### config.mk
export PLATFORM = sky130hd
export DESIGN_NAME = aclk_alarm_bank
export DESIGN_NICKNAME = d
export VERILOG_FILES = /design/src/rtl/aclk_alarm_bank.sv
export SDC_FILE = /design/constraint.sdc
export NUM_CORES = 1
export LEC_CHECK = 0
export BUFFER_PORTS_ARGS = -buffer_cell sky130_fd_sc_hd__buf_2
export CORE_ASPECT_RATIO = 0.5
export CORE_MARGIN = 1.5
export CORE_UTILIZATION = 60
export DETAILED_ROUTE_END_ITERATION = 10
export PLACE_DENSITY_LB_ADDON = 0.1
export SYNTH_ARGS = -nofsm -noshare
export SYNTH_HDL_FRONTEND = slang
export SYNTH_SLANG_ARGS = --single-unit
### constraint.sdc
create_clock -name clk -period 5.31 [get_ports clk]
set_clock_uncertainty 0.05 [all_clocks]
set_input_delay 1.062 -clock clk [delete_from_list [all_inputs] [get_ports clk]]
set_output_delay 1.062 -clock clk [all_outputs]
set_load 0.03 [all_outputs]
### src/rtl/aclk_alarm_bank.sv
// NUM_ALARMS-slot BCD hh:mm alarm bank: validated loads, minute-tick matching, ring/snooze/stop sequencing.
// Load/clear and state changes land on the next edge (ack/err/alarm_hit one cycle later); readback is combinational; no backpressure.
module aclk_alarm_bank #(
  parameter int NUM_ALARMS = 4,
  parameter int IDX_W      = 2,
  parameter int SNOOZE_MIN = 5,
  parameter int RING_MIN   = 2
) (
  input  logic                  clk,
  input  logic                  reset,
  input  logic                  load_new_a,
  input  logic [IDX_W-1:0]      load_idx,
  input  logic [3:0]            new_alarm_ms_hr,
  input  logic [3:0]            new_alarm_ls_hr,
  input  logic [3:0]            new_alarm_ms_min,
  input  logic [3:0]            new_alarm_ls_min,
  input  logic                  clr_a,
  input  logic [IDX_W-1:0]      clr_idx,
  input  logic [3:0]            cur_ms_hr,
  input  logic [3:0]            cur_ls_hr,
  input  logic [3:0]            cur_ms_min,
  input  logic [3:0]            cur_ls_min,
  input  logic                  min_tick,
  input  logic                  snooze_req,
  input  logic                  stop_req,
  input  logic [IDX_W-1:0]      rd_idx,
  output logic [3:0]            rd_ms_hr,
  output logic [3:0]            rd_ls_hr,
  output logic [3:0]            rd_ms_min,
  output logic [3:0]            rd_ls_min,
  output logic [NUM_ALARMS-1:0] alarm_en,
  output logic                  load_ack,
  output logic                  load_err,
  output logic                  alarm_hit,
  output logic [IDX_W-1:0]      act_idx,
  output logic                  ringing,
  output logic                  snoozing
);

  localparam int CNT_W = 6;

  typedef enum logic [1:0] {IDLE = 2'd0, RINGING = 2'd1, SNOOZE = 2'd2} state_t;

  logic [15:0]           slot_q [NUM_ALARMS];
  logic [NUM_ALARMS-1:0] en_q;
  state_t                state_q, state_d;
  logic [IDX_W-1:0]      act_q, act_d;
  logic [CNT_W-1:0]      ring_q, ring_d, snz_q, snz_d;
  logic                  hit_q, hit_d;

  logic                  time_ok, load_ok, match_vld, ovr;
  logic [IDX_W-1:0]      match_idx;
  logic [15:0]           new_time, cur_time, rd_time;

  assign new_time = {new_alarm_ms_hr, new_alarm_ls_hr, new_alarm_ms_min, new_alarm_ls_min};
  assign cur_time = {cur_ms_hr, cur_ls_hr, cur_ms_min, cur_ls_min};

  assign time_ok = (new_alarm_ms_hr <= 4'd2) && (new_alarm_ls_hr <= 4'd9) &&
                   !((new_alarm_ms_hr == 4'd2) && (new_alarm_ls_hr > 4'd3)) &&
                   (new_alarm_ms_min <= 4'd5) && (new_alarm_ls_min <= 4'd9);
  assign load_ok = time_ok && (32'(load_idx) < 32'(NUM_ALARMS));

  // Descending scan so the lowest matching index is the one left standing
  always_comb begin
    match_vld = 1'b0;
    match_idx = '0;
    for (int i = NUM_ALARMS - 1; i >= 0; i--) begin
      if (min_tick && en_q[i] && (slot_q[i] == cur_time)) begin
        match_vld = 1'b1;
        match_idx = IDX_W'(i);
      end
    end
  end

  always_comb begin
    rd_time = '0;
    for (int i = 0; i < NUM_ALARMS; i++) begin
      if (rd_idx == IDX_W'(i)) rd_time = slot_q[i];
    end
  end

  assign {rd_ms_hr, rd_ls_hr, rd_ms_min, rd_ls_min} = rd_time;

  // Any edit to the ringing/snoozing slot cancels the alarm outright
  assign ovr = (state_q != IDLE) &&
               ((clr_a && (clr_idx == act_q)) ||
                (load_new_a && load_ok && (load_idx == act_q)));

  always_ff @(posedge clk or posedge reset) begin
    if (reset) begin
      for (int i = 0; i < NUM_ALARMS; i++) slot_q[i] <= '0;
      en_q     <= '0;
      load_ack <= 1'b0;
      load_err <= 1'b0;
    end else begin
      load_ack <= load_new_a && load_ok;
      load_err <= load_new_a && !load_ok;
      for (int i = 0; i < NUM_ALARMS; i++) begin
        if (clr_a && (clr_idx == IDX_W'(i))) en_q[i] <= 1'b0;
        if (load_new_a && load_ok && (load_idx == IDX_W'(i))) begin
          slot_q[i] <= new_time;
          en_q[i]   <= 1'b1;
        end
      end
    end
  end

  always_comb begin
    state_d = state_q;
    act_d   = act_q;
    ring_d  = ring_q;
    snz_d   = snz_q;
    hit_d   = 1'b0;
    case (state_q)
      IDLE: begin
        if (match_vld) begin
          state_d = RINGING;
          act_d   = match_idx;
          ring_d  = '0;
          hit_d   = 1'b1;
        end
      end
      RINGING: begin
        if (stop_req) begin
          state_d = IDLE;
        end else if (snooze_req) begin
          state_d = SNOOZE;
          snz_d   = CNT_W'(SNOOZE_MIN);
        end else if (min_tick) begin
          if (ring_q == CNT_W'(RING_MIN - 1)) state_d = IDLE;
          else                                ring_d  = ring_q + 1'b1;
        end
      end
      SNOOZE: begin
        if (stop_req) begin
          state_d = IDLE;
        end else if (min_tick) begin
          snz_d = snz_q - 1'b1;
          if (snz_q == CNT_W'(1)) begin
            state_d = RINGING;
            ring_d  = '0;
            hit_d   = 1'b1;
          end
        end
      end
      default: state_d = IDLE;
    endcase
    if (ovr) begin
      state_d = IDLE;
      hit_d   = 1'b0;
    end
  end

  always_ff @(posedge clk or posedge reset) begin
    if (reset) begin
      state_q <= IDLE;
      act_q   <= '0;
      ring_q  <= '0;
      snz_q   <= '0;
      hit_q   <= 1'b0;
    end else begin
      state_q <= state_d;
      act_q   <= act_d;
      ring_q  <= ring_d;
      snz_q   <= snz_d;
      hit_q   <= hit_d;
    end
  end

  assign alarm_en  = en_q;
  assign act_idx   = act_q;
  assign alarm_hit = hit_q;
  assign ringing   = (state_q == RINGING);
  assign snoozing  = (state_q == SNOOZE);

endmodule
# After elaboration in Yosys (flattened, before gate mapping)
# Index checks and enable logic that the tools add are counted.
dict set report classes {
  mux 50
  n_lt_le_gt_ge 5
  reduce_logical 44
  add_sub_neg 2
  n_eq_ne 34
}
# op n
set op_table {}
lappend op_table {{6-bit 2-to-1 mux} 12}
lappend op_table {{16-bit equality test} 4}
lappend op_table {{16-bit 2-to-1 mux} 4}
lappend op_table {{1-bit logical AND} 26}
lappend op_table {{2-bit 2-to-1 mux} 13}
lappend op_table {{6-bit one-hot mux with 3 select lines} 1}
lappend op_table {{1-bit 2-to-1 mux} 17}
lappend op_table {{2-bit != test (second input constant)} 8}
lappend op_table {{2-bit equality test (second input constant)} 7}
lappend op_table {{6-bit by 1-bit equality test with 1-bit output (second input constant)} 2}
lappend op_table {{6-bit one-hot mux with 2 select lines} 1}
lappend op_table {{2-bit nonzero test} 6}
lappend op_table {{5-bit AND reduction} 2}
lappend op_table {{9-bit AND reduction} 1}
lappend op_table {{2-bit by 1-bit equality test with 1-bit output (second input constant)} 4}
lappend op_table {{4-bit <= comparator (second input constant)} 2}
lappend op_table {{2-bit logical NOT} 4}
lappend op_table {{6-bit by 1-bit adder with 6-bit output (second input constant)} 1}
lappend op_table {{2-bit one-hot mux with 3 select lines} 1}
lappend op_table {{6-bit by 1-bit subtractor with 6-bit output (second input constant)} 1}
lappend op_table {{5-bit by 3-bit != test with 1-bit output (second input constant)} 1}
lappend op_table {{5-bit by 4-bit != test with 1-bit output (second input constant)} 1}
lappend op_table {{2-bit equality test} 2}
lappend op_table {{4-bit by 2-bit equality test with 1-bit output (second input constant)} 1}
lappend op_table {{other kinds (12)} 13}
dict set report totals {
  reg_bits 87
  input_bits 45
  out_inout_bits 27
  elab_cells 150
}

# Longest topological paths before layout
dict set report depth {
  word_depth 12
  mapped_depth 9
  mapped_depth_nobuf 7
}

# Worst setup path after synthesis
# No wires, ideal clock.
dict set report synth_timing {
  path_type {input -> output}
  start {input rd_idx[0]}
  end {output rd_ls_hr[0]}
  t_arrival_ns 2.226
  path_buffers 2
  required_time_ns 4.198
  slack_ns 1.972
  path_stages 3
  path_cell_list {buf_2 buf_2 mux4_2}
}
dict set report synth_between {
  elab_chain_cells 5
  word_cells_on_any_way 8
  classes_between {eq/ne: 3; mux: 4; reduce/logical: 1}
}
# element line
set synth_rtl {}
lappend synth_rtl {{from (decl)} 26} ;# input logic [IDX_W-1:0] rd_idx,
lappend synth_rtl {{2-bit logical NOT} 78} ;# if (rd_idx == IDX_W'(i)) rd_time = slot_q[i];
lappend synth_rtl {{16-bit 2-to-1 mux (3 in a row)} 78}
lappend synth_rtl {{16-bit 2-to-1 mux (*)} 78}
lappend synth_rtl {{to (decl)} 28} ;# output logic [3:0] rd_ls_hr,
# Every way passes the cells marked *; elsewhere a longest branch is shown, timed or not.

# Final worst setup path
dict set report layout_timing {
  start {input rd_idx[0]}
  end {output rd_ms_min[1]}
}
dict set report layout_between {
  elab_chain_cells 5
  word_cells_on_any_way 8
  classes_between {eq/ne: 3; mux: 4; reduce/logical: 1}
}
# element line
set layout_rtl {}
lappend layout_rtl {{2-bit logical NOT} 78}
lappend layout_rtl {{16-bit 2-to-1 mux (3 in a row)} 78}
lappend layout_rtl {{16-bit 2-to-1 mux (*)} 78}
lappend layout_rtl {{to (decl)} 29} ;# output logic [3:0] rd_ms_min,
# Marked as above.

==> results.md <==
* Status: finished, final reports clean
* Clock Pin Slew Worst Setup and Hold Paths at 0.06 ns
* Area taken by flip-flops and latches at 2180 sq um
* Number of nets at the end of the flow at 503
* Hold-fix buffers at CTS at 0
* Post-synth design cell area at between 4000 and 5000 sq um
* Number of maximum-capacitance constraint violations at 0
* WP depth at 3
* Stage delay of the slowest cell on the critical path at 0.59 ns
* Ordered list of cells on the worst path: buf_2 > mux4_2 > buf_2
* Most Frequent Cell on Critical Path: sky130_fd_sc_hd__buf_2
* Source of the worst register-to-register timing path: slot_q[2]
* Standard cell core area at 7540 sq um
* Part of the Yosys area used for sequential elements at between 40 and 50%
* CTS tree: built
* Final Setup Violations at 0
* Setup slack of the worst register-to-register path at 3.25 ns
* CP Launch Type: input port
* Number of cell instances on the worst register-to-register path at 6
* Clk pwr share at approximately 38%
* Routed via count at between 3000 and 4000
* Port Buffer Count at 71
* Row cnt at 22
* Detailed-route wire length at about 12000 um
* Placed insts at 551
* Layout-stage area growth over the synthesis result at 13.8%
* Cts repair resizes at 0
* Final HPWL from detailed placement at between 8000 and 9000 um
* Number of remaining DRC errors at 0
* Initial cell density of the core at 63.9%
* Routed wire length per instance at 20.3 um
* Critical Path Fanout Max at 16
* Number of antenna violations at the first check in global routing at 0
* Post-route minimum period at around 3.5 ns
* Clk_lat worst skew at roughly 0.34 ns
* Pre-antenna DRT Iters at 5
* Distinct cell type count after synthesis at 55
* Worst voltage drop across the vdd grid at about 0.2 mV
* Leakage power at 2.82 nW
* Pin count of the biggest net entering global routing at 52
* Net count after synthesis at 432
* Clock sink total at 87
* Combinational share of power at 14.2%
* Final number of hold-violating endpoints at 0
* Mean area per synthesized cell at roughly 13 sq um
* Number of pins exceeding their max-slew limit in the final report at 0
* Global router's overall resource usage at between 20 and 30%
* Fmax at approximately 290 MHz
* Fill cell count at 554
* WHS Path Cells at 2
* WP data required at 4.20 ns
* Count of non-filler cells in the finished layout at 566
* First-pass GRT wire length at 18600 um
* Rel. slew slack at between 30% and 40%
* Maximum level of the CTS H-tree at 3
* Clk root buf: sky130_fd_sc_hd__clkbuf_16
* Reg-to-reg endpoint: ring_q[1]
* Residual antenna-violating net count after detailed routing at 0
* Antenna Cells at 0
* Syn. warnings at 0
* Die span in x at 130 um
* Via-per-instance ratio at 5.98
* Startpoint of the tightest hold check path: alarm_en[3]
* CP arrival at 2.34 ns
* Number of buffers and inverters on the critical path at 2
* Switching power summed over all nets at around 0.40 mW
* Number of top-level pins at between 70 and 80
* Die Outline Area at 8610 sq um
* Postcts setup bufs at 0
* Area of the multi-input gates at 2510 sq um
* Proportion of total power due to net switching at 26.2%
* Crit-path slowest cell: sky130_fd_sc_hd__mux4_2
* Most common cell after layout, fill and taps aside: sky130_fd_sc_hd__dfrtp_1
* Internal Power at 1.12 mW
* Buffer levels on the longest clock path at 2
* Register share of total power at 48.2%
* Routability congestion estimate at 0.896
* Top cell family by delay on the critical path: buffers and inverters
* Register bit total from synthesis at 87
* Leftover overflow at the end of global routing at 0
* Classification of the worst-slack hold path: flop to flop
* PwrDens at 277 nW/um^2
* Unrepaired setup endpoints after global routing: no
* Fraction of layout instances using a drive strength above 1 at 34.9%
* Total clock buffers created by CTS at 9
* Final setup TNS at 0 ns
* Category of the most critical setup path: input port to primary output
* Synthesized instance count at 383
* Worst hold endpoint: alarm_en[3]
* Critical Path Sink Type: primary output
* Actual slew at the worst max-slew pin at 1.02 ns
* Most frequent cells in the layout: sky130_fd_sc_hd__dfrtp_1 (87), sky130_fd_sc_hd__buf_2 (71), sky130_fd_sc_hd__xor2_1 (56), sky130_fd_sc_hd__mux2_2 (34)
* Die span in y at 66.4 um
* Share of the clock period used by the worst path after layout at 65.0%
* Via count of the first global-routing pass at 3485
* Number of violations reported at the end of detailed-routing iteration 0 at about 190
registers in the layout, summed over array words and instances (netlist names):
name,count
slot_q,64
alarm_en,4
alarm_hit,1
snz_q,6
act_idx,2
load_err,1
state_q,2
ring_q,6
load_ack,1
worst register-to-register path, cell delays in order, from the launching register on:
cell	delay (ns)
sky130_fd_sc_hd__dfrtp_1	0.40
sky130_fd_sc_hd__xor2_1	0.21
sky130_fd_sc_hd__nor4_1	0.41
sky130_fd_sc_hd__nand4_1	0.19
sky130_fd_sc_hd__a2bb2oi_1	0.23
sky130_fd_sc_hd__a31oi_4	0.32
sky130_fd_sc_hd__o32ai_1	0.13
cell usage after synthesis (all sizes together):
cell,n,area share [%]
a211o,1,0.18
a21boi,1,0.16
a21o,1,0.16
a21oi,12,1.2
a22oi,1,0.16
a2bb2oi,2,0.36
a311oi,1,0.18
a31oi,2,0.57
and2,10,1.3
and3,8,1.0
and4,2,0.36
buf,10,1.8
clkbuf,2,0.16
dfrtp,87,45
ha,4,1.0
inv,9,0.70
mux2,52,13
mux4,16,7.5
nand2,11,0.96
nand2b,4,0.52
nand3,7,1.2
nand3b,1,0.16
nand4,2,0.26
nand4b,1,0.18
nor2,17,1.4
nor2b,3,0.39
nor3,7,0.96
nor3b,1,0.16
nor4,16,2.5
o211ai,1,0.16
o21a,3,0.47
o21ai,3,0.31
o22a,2,0.36
o22ai,3,0.52
o31ai,2,0.31
o32ai,2,0.36
or2,2,0.26
or3,1,0.13
or3b,1,0.18
xnor2,16,2.9
xor2,56,10
logic make-up (layout without fill, tap and decap cells):
logic type	after synthesis	count (layout)	synth area share [%]
muxes	68	68	20.6
buffers and inverters	21	96	2.67
and+or+nand+nor	94	94	12.0
xor gates and xnor gates	72	72	13.1
AOI/OAI and AO/OA	37	37	5.50
adders and majority gates	4	4	1.04
DFF	87	87	45.2
power groups by stage:
stage,Sequential [mW],Combinational [mW],Clock [mW]
global placement,0.741,0.209,0
detailed placement,0.743,0.215,0
CTS,0.731,0.217,0.581
global route,0.736,0.235,0.602
floorplan,0.735,0.140,0
finish,0.732,0.216,0.570
metrics by stage:
| stage | util, % | hold slack [ns] | setup slack (ns) | total power, mW | area [sq um] |
|---|---|---|---|---|---|
| after floorplan | - | 0.412 | 1.95 | 0.875 | 4820 |
| after global placement | 69.3 | 0.438 | 1.85 | 0.949 | 5230 |
| after detailed placement | 69.3 | 0.449 | 1.82 | 0.958 | 5230 |
| after CTS | 72.7 | 0.465 | 1.82 | 1.53 | 5480 |
| after global routing | 72.7 | 0.499 | 1.74 | 1.57 | 5480 |
| final | 72.7 | 0.458 | 1.86 | 1.52 | 5480 |
layout make-up:
class | instances | share of cell area, %
repair buffers | 72 | 6.62
inverters | 9 | 0.639
flip-flops and latches | 87 | 39.7
clock buffers | 14 | 4.63
multi-input cells | 275 | 45.9
well taps | 108 | 2.46
clock inverters | 1 | 0.0913
metal layers:
| layer | share of wire [%] | vias to the layer above | global-route usage (%) | routed length, um |
|---|---|---|---|---|
| met4 | 1.1 | 0 | 7.50 | 131 |
| met3 | 5.8 | 14 | 7.69 | 669 |
| li1 | - | 1527 | - | - |
| met5 | 0 | - | 0 | 0 |
| met1 | 46 | 1735 | 41.1 | 5340 |
| met2 | 47 | 111 | 47.8 | 5370 |
how the worst max path moves through the flow:
| stage | startpoint | endpoint |
|---|---|---|
| global route | rd_idx[0] | rd_ls_hr[3] |
| floorplan | reset | act_idx[0] |
| CTS | rd_idx[0] | rd_ls_min[2] |
| detailed placement | rd_idx[0] | rd_ls_min[2] |
| global placement | rd_idx[0] | rd_ls_min[2] |
| finish | rd_idx[0] | rd_ms_min[1] |
(Power assumes the default switching activity.)
